**src/rtl/div_seq_pkg.sv**
```systemverilog
// Shared definitions for the sequential divider: state encodings, handshake
// levels and the iteration count.
package div_seq_pkg;

  typedef enum logic [1:0] {
    DivFree   = 2'b00,
    DivByZero = 2'b01,
    DivOn     = 2'b10,
    DivEnd    = 2'b11
  } div_state_e;

  localparam logic DivResultReady    = 1'b1;
  localparam logic DivResultNotReady = 1'b0;
  localparam logic DivStart          = 1'b1;
  localparam logic DivStop           = 1'b0;

  localparam int unsigned DivIterations = 32;

endpackage

```
**src/rtl/div_step.sv**
```systemverilog
// One restoring-division iteration: trial-subtract the divisor from the
// upper half of the work register and shift in one quotient bit.
module div_step #(
  parameter int unsigned DATA_W = 32
) (
  input  logic [2*DATA_W:0] wr_i,
  input  logic [DATA_W-1:0] div_i,
  output logic [2*DATA_W:0] wr_o
);

  logic [DATA_W:0] diff;
  // The MSB is shifted out on every step and never feeds the subtractor.
  logic            unused_msb;

  assign unused_msb = wr_i[2*DATA_W];

  // Trial subtraction; diff[DATA_W] set means the partial remainder was too small.
  always_comb begin
    diff = {1'b0, wr_i[2*DATA_W-1:DATA_W]} - {1'b0, div_i};
    if (diff[DATA_W]) begin
      wr_o = {wr_i[2*DATA_W-1:0], 1'b0};
    end else begin
      wr_o = {diff[DATA_W-1:0], wr_i[DATA_W-1:0], 1'b1};
    end
  end

endmodule

```
**src/rtl/div_seq.sv**
```systemverilog
// Multi-cycle signed/unsigned divider for DIV/DIVU. One quotient bit per
// cycle through a shared subtractor, then a sign correction.
// result_o = {remainder, quotient}.
module div_seq
  import div_seq_pkg::*;
#(
  parameter int unsigned DATA_W = DivIterations
) (
  input  logic                clk,
  input  logic                rst,
  input  logic                signed_div_i,
  input  logic [DATA_W-1:0]   opdata1_i,
  input  logic [DATA_W-1:0]   opdata2_i,
  input  logic                start_i,
  input  logic                annul_i,
  output logic [2*DATA_W-1:0] result_o,
  output logic                ready_o
);

  localparam int unsigned CntW = $clog2(DATA_W + 1);

  div_state_e        state_q;
  logic [CntW-1:0]   cnt_q;
  logic [2*DATA_W:0] wr_q;
  logic [2*DATA_W:0] wr_step;
  logic [DATA_W-1:0] div_q;
  logic              signed_q;
  logic              sign1_q;
  logic              sign2_q;
  logic [DATA_W-1:0] op1_abs;
  logic [DATA_W-1:0] op2_abs;
  logic [DATA_W-1:0] quot_fix;
  logic [DATA_W-1:0] rem_fix;

  div_step #(
    .DATA_W(DATA_W)
  ) u_div_step (
    .wr_i (wr_q),
    .div_i(div_q),
    .wr_o (wr_step)
  );

  // Operand magnitudes at issue and sign-corrected results at completion.
  always_comb begin
    op1_abs  = (signed_div_i && opdata1_i[DATA_W-1]) ? -opdata1_i : opdata1_i;
    op2_abs  = (signed_div_i && opdata2_i[DATA_W-1]) ? -opdata2_i : opdata2_i;
    quot_fix = (signed_q && (sign1_q ^ sign2_q)) ? -wr_q[DATA_W-1:0] : wr_q[DATA_W-1:0];
    rem_fix  = (signed_q && sign1_q) ? -wr_q[2*DATA_W:DATA_W+1] : wr_q[2*DATA_W:DATA_W+1];
  end

  // Control FSM with registered result and ready.
  always_ff @(posedge clk or negedge rst) begin
    if (!rst) begin
      state_q  <= DivFree;
      cnt_q    <= '0;
      wr_q     <= '0;
      div_q    <= '0;
      signed_q <= 1'b0;
      sign1_q  <= 1'b0;
      sign2_q  <= 1'b0;
      result_o <= '0;
      ready_o  <= DivResultNotReady;
    end else begin
      unique case (state_q)
        DivFree: begin
          result_o <= '0;
          ready_o  <= DivResultNotReady;
          if (start_i == DivStart && !annul_i) begin
            signed_q <= signed_div_i;
            sign1_q  <= opdata1_i[DATA_W-1];
            sign2_q  <= opdata2_i[DATA_W-1];
            div_q    <= op2_abs;
            cnt_q    <= '0;
            wr_q     <= {{DATA_W{1'b0}}, op1_abs, 1'b0};
            state_q  <= (opdata2_i == '0) ? DivByZero : DivOn;
          end
        end
        DivByZero: begin
          if (annul_i) begin
            state_q  <= DivFree;
            result_o <= '0;
            ready_o  <= DivResultNotReady;
          end else begin
            state_q  <= DivEnd;
            result_o <= '0;
            ready_o  <= DivResultReady;
          end
        end
        DivOn: begin
          if (annul_i) begin
            state_q  <= DivFree;
            cnt_q    <= '0;
            result_o <= '0;
            ready_o  <= DivResultNotReady;
          end else if (cnt_q != CntW'(DATA_W)) begin
            wr_q  <= wr_step;
            cnt_q <= cnt_q + CntW'(1);
          end else begin
            state_q  <= DivEnd;
            cnt_q    <= '0;
            result_o <= {rem_fix, quot_fix};
            ready_o  <= DivResultReady;
          end
        end
        DivEnd: begin
          // Annul is deliberately ignored here; the result is already committed.
          if (start_i == DivStop) begin
            state_q  <= DivFree;
            result_o <= '0;
            ready_o  <= DivResultNotReady;
          end
        end
        default: state_q <= DivFree;
      endcase
    end
  end

endmodule
```
**config.mk**
```make
export PLATFORM = sky130hd
export DESIGN_NAME = div_seq
export DESIGN_NICKNAME = d
export VERILOG_FILES = /design/src/rtl/div_seq_pkg.sv /design/src/rtl/div_step.sv /design/src/rtl/div_seq.sv
export SDC_FILE = /design/constraint.sdc
export NUM_CORES = 1
export LEC_CHECK = 0
export ABC_AREA = 1
export ABC_CLOCK_PERIOD_IN_PS = 2110
export CAP_MARGIN = 40
export CORE_ASPECT_RATIO = 1.2
export CORE_MARGIN = 5
export CORE_UTILIZATION = 49
export DETAILED_ROUTE_END_ITERATION = 16
export HOLD_SLACK_MARGIN = 0.02
export PLACE_DENSITY = 0.73
export SYNTH_ARGS = -nofsm -noshare
export SYNTH_HDL_FRONTEND = slang
export SYNTH_SLANG_ARGS = --single-unit
```
**constraint.sdc**
```tcl
create_clock -name clk -period 2.11 [get_ports clk]
set_input_delay 0.211 -clock clk [delete_from_list [all_inputs] [get_ports clk]]
set_output_delay 0.211 -clock clk [all_outputs]
set_load 0.005 [all_outputs]
```
==> flow_metrics.env <==
export IMPL_critPathTopFamily="simple AND/OR/NAND/NOR gates"
export IMPL_dpl_cell_area_sq_um=16020
export IMPL_synth_cell_types=45
export IMPL_r2r_end="wr_q[62]"
export IMPL_synth_warnings=0
export IMPL_num_rows=66
export IMPL_clkLatencyLatePin_ns=0.45
export IMPL_cp_cell_sequence="ha_2, fa_2, inv_4, nand3_2, nand3_2, nand2_2, nand2_2, nand2_2, nand2_2, nand2_4, nand2_8, buf_8, nand3_1, nand2_1, nand2_1"
export IMPL_syn_nets=2224
export IMPL_irDropWorstVdd_mv=0.8104
export IMPL_cpPeakStageDelay_ns=0.39
export IMPL_cts_htree_levels=4
export IMPL_track_usage_pct=29.58
export IMPL_fin_crit_ns=2.170
export IMPL_power_mw=18.89
export IMPL_finalWorstSetupSlack_ns=-0.05998
export IMPL_gp_congestion=1.042
export IMPL_grt_busiest_layer="met2"
export IMPL_die_w_um=160.8
export IMPL_synth_seq_cells=173
export IMPL_drcViolationCount=0
export IMPL_routedWlPerCell_um=16.77
export IMPL_met3_usage_pct=3.580
export IMPL_syn_cell_area_sq_um=13370
export IMPL_path_buf_inv=2
export IMPL_netlist_instances=2111
export IMPL_slew_headroom_pct=71.27
export IMPL_antenna_left=0
export IMPL_tightest_slew_ns=0.4309
export IMPL_crit_reg2reg_launch="div_q[0]"
export IMPL_clkTransAtPathRegs_ns=0.07
export IMPL_fin_nets=2478
export IMPL_dp_hpwl_um=35720
export IMPL_clock_skew_ns=0.01501
export IMPL_reg2reg_slack_ns=-0.06
export IMPL_clock_sinks=173
export IMPL_cp_common_cell="nand2_2"
export IMPL_routed_wl_um=45580
export IMPL_cts_root_buf="clkbuf_16"
export IMPL_ys_seq_area_share_pct=32.39
export IMPL_p_per_area_nw_per_um2=1096
export IMPL_maxSlewViolCount=0
export IMPL_diodes=0
export IMPL_drtIter0Drc=1113
export IMPL_clockBufferDepth=2
export IMPL_die_h_um=190.9
export IMPL_cts_tree="yes"
export IMPL_rsz0062_at_grt="true"
export IMPL_area_growth_pct=28.94
export IMPL_crit_fanout=8
export IMPL_finalInstanceArea_sq_um=17230
export IMPL_worstPathRequired_ns=2.44
export IMPL_routed_via_density=5.369
export IMPL_critPathCaptureType="flop"
export IMPL_cap_violations=0
export IMPL_gr_total_overflow=0
export IMPL_port_buffers=133
export IMPL_violations="negative setup slack"
export IMPL_cp_arrival_ns=2.50
export IMPL_critPathKind="reg2reg"
export IMPL_startpoint_type="flop"
export IMPL_cp_slowest_cell="dfrtp_1"
export IMPL_via_count=14590
export IMPL_r2r_worst_path_cells=15
export IMPL_grtUsageMet2_pct=51.90
export IMPL_drive_above_1_share_pct=13.50
export IMPL_finalHoldViolCount=0
export IMPL_power_leakage_nw=9.030
export IMPL_ios=134
export IMPL_finalSetupViolCount=30
export IMPL_syn_area_per_cell_sq_um=6.331
export IMPL_start_util_pct=49.49
export IMPL_antenna_found_initial=0
export IMPL_min_period_over_period_pct=102.8
export IMPL_cts_made_buffers=17
export IMPL_grt_max_degree=67
export IMPL_die_area_sq_um=30690
export IMPL_fin_setup_tns_ns=-0.9004
export IMPL_grt_pass1_wl_um=72770
export IMPL_fmax_mhz=460.8
export IMPL_coreArea_sq_um=27000
export IMPL_outcome="finished with violations"
export IMPL_grt_pass1_vias=14260
export IMPL_drt_pass1_iterations=6
export IMPL_nFillCells=2522
export IMPL_min_path_type="in2async"
export IMPL_grtUsageMet1_pct=36.02
==> stage by stage <==
step           utilization, %  setup WS [ns]  cells  hold WS [ns]
3_5_place_dp            59.31        -0.1228   2673        0.1596
2_1_floorplan               -       0.004384   2111      -0.08459
3_3_place_gp            59.31       -0.05650   2673        0.1588
6_report                63.82       -0.05998   2718        0.2413
5_1_grt                 63.82        -0.1917   2718        0.2850
4_1_cts                 62.36       0.002639   2712        0.2535
==> what timing repair did <==
action / in CTS / in global routing
setup buffers: 4 / 5
endpoints found under the hold margin: 36 / 0
pin swaps: 8 / 29
cloned: 2 / 1
setup endpoints to repair: 34 / 76
resized for setup: 28 / 82
hold buffers: 1 / 0
==> worst max-delay path by stage <==
stage / from / end / slack (ns) / cells past startpoint
2_1_floorplan: div_q[0] / wr_q[53] / 0.004 / 15
3_5_place_dp: div_q[0] / wr_q[53] / -0.12 / 15
5_1_grt: div_q[3] / wr_q[61] / -0.19 / 14
3_3_place_gp: div_q[0] / wr_q[55] / -0.06 / 15
4_1_cts: wr_q[59] / wr_q[46] / 0.003 / 11
6_report: div_q[0] / wr_q[62] / -0.06 / 15
==> cell families (layout without fill, tap and decap cells) <==
kind of cell | after synthesis | in the layout | share of synthesized area [%]
compound gates | 290 | 290 | 11.72
flops | 173 | 173 | 32.39
buf+inv | 357 | 623 | 10.62
fa+ha+maj | 44 | 44 | 4.175
xor+xnor | 58 | 58 | 3.801
simple gates | 1189 | 1190 | 37.30
==> synthesized netlist by cell type, drive strengths merged <==
cell type    n  area (sq um)
or2          1         6.260
and2         3         18.77
nor2       175         696.9
nand3b       7         52.55
clkbuf      20         75.07
o31ai        3         22.52
ha          43         538.0
nor4         3         18.77
buf         40         229.0
nand3      193         975.9
dfrtp      173          4329
fa           1         20.02
inv        296          1111
and3         3         18.77
a21oi       85         429.2
xor2        44         385.4
a21boi       8         60.06
o21bai       4         30.03
nor3        20         116.4
xnor2       14         122.6
o22ai        1         6.260
o21ai      171         878.3
nand4       33         206.5
clkinv       1         3.750
a22oi        4         30.03
a22o         4         35.03
o211ai      10         75.07
nand2      751          2874
==> where the power goes <==
part | internal (mW) | switching [mW]
logic | 4.01 | 6.41
registers | 4.30 | 0.729
clock network | 2.03 | 1.41
==> state kept, by name, summed over array words and instances (netlist names) <==
register / count
sign1_q: 1
sign2_q: 1
result_o: 64
ready_o: 1
signed_q: 1
div_q: 32
wr_q: 65
cnt_q: 6
state_q: 2
==> layer usage <==
layer,up-vias,routed length (um)
met3,117,2335
met1,6748,18410
li1,7213,-
met2,514,22420
met5,-,0
met4,0,2414
==> cells in the final DEF, fill, tap and decap left out, types with 12 or more instances in the layout <==
master,count
inv_1,282
nor3_1,16
o21ai_0,137
nand2_1,714
ha_1,34
a21oi_1,77
nor2_1,155
nand4_1,33
dfrtp_1,171
clkdlybuf4s50_1,132
o21ai_1,28
nand3_2,23
xor2_1,43
nand3_1,169
xnor2_1,12
inv_2,12
clkbuf_16,17
nor2_2,17
buf_4,141
nand2_2,31
==> final cells by class <==
class / instances / area [sq um] / share of cell area (%)
timing repair inverter: 1 / 7.507 / 0.04356
clock inverter: 12 / 182.7 / 1.060
sequential: 173 / 4332 / 25.14
inverter: 297 / 1121 / 6.506
clock buffer: 20 / 446.7 / 2.592
timing repair buffer: 293 / 2685 / 15.58
tap: 340 / 425.4 / 2.469
multi-input combinational: 1582 / 8033 / 46.61
Power figures use the tool's default switching activity.
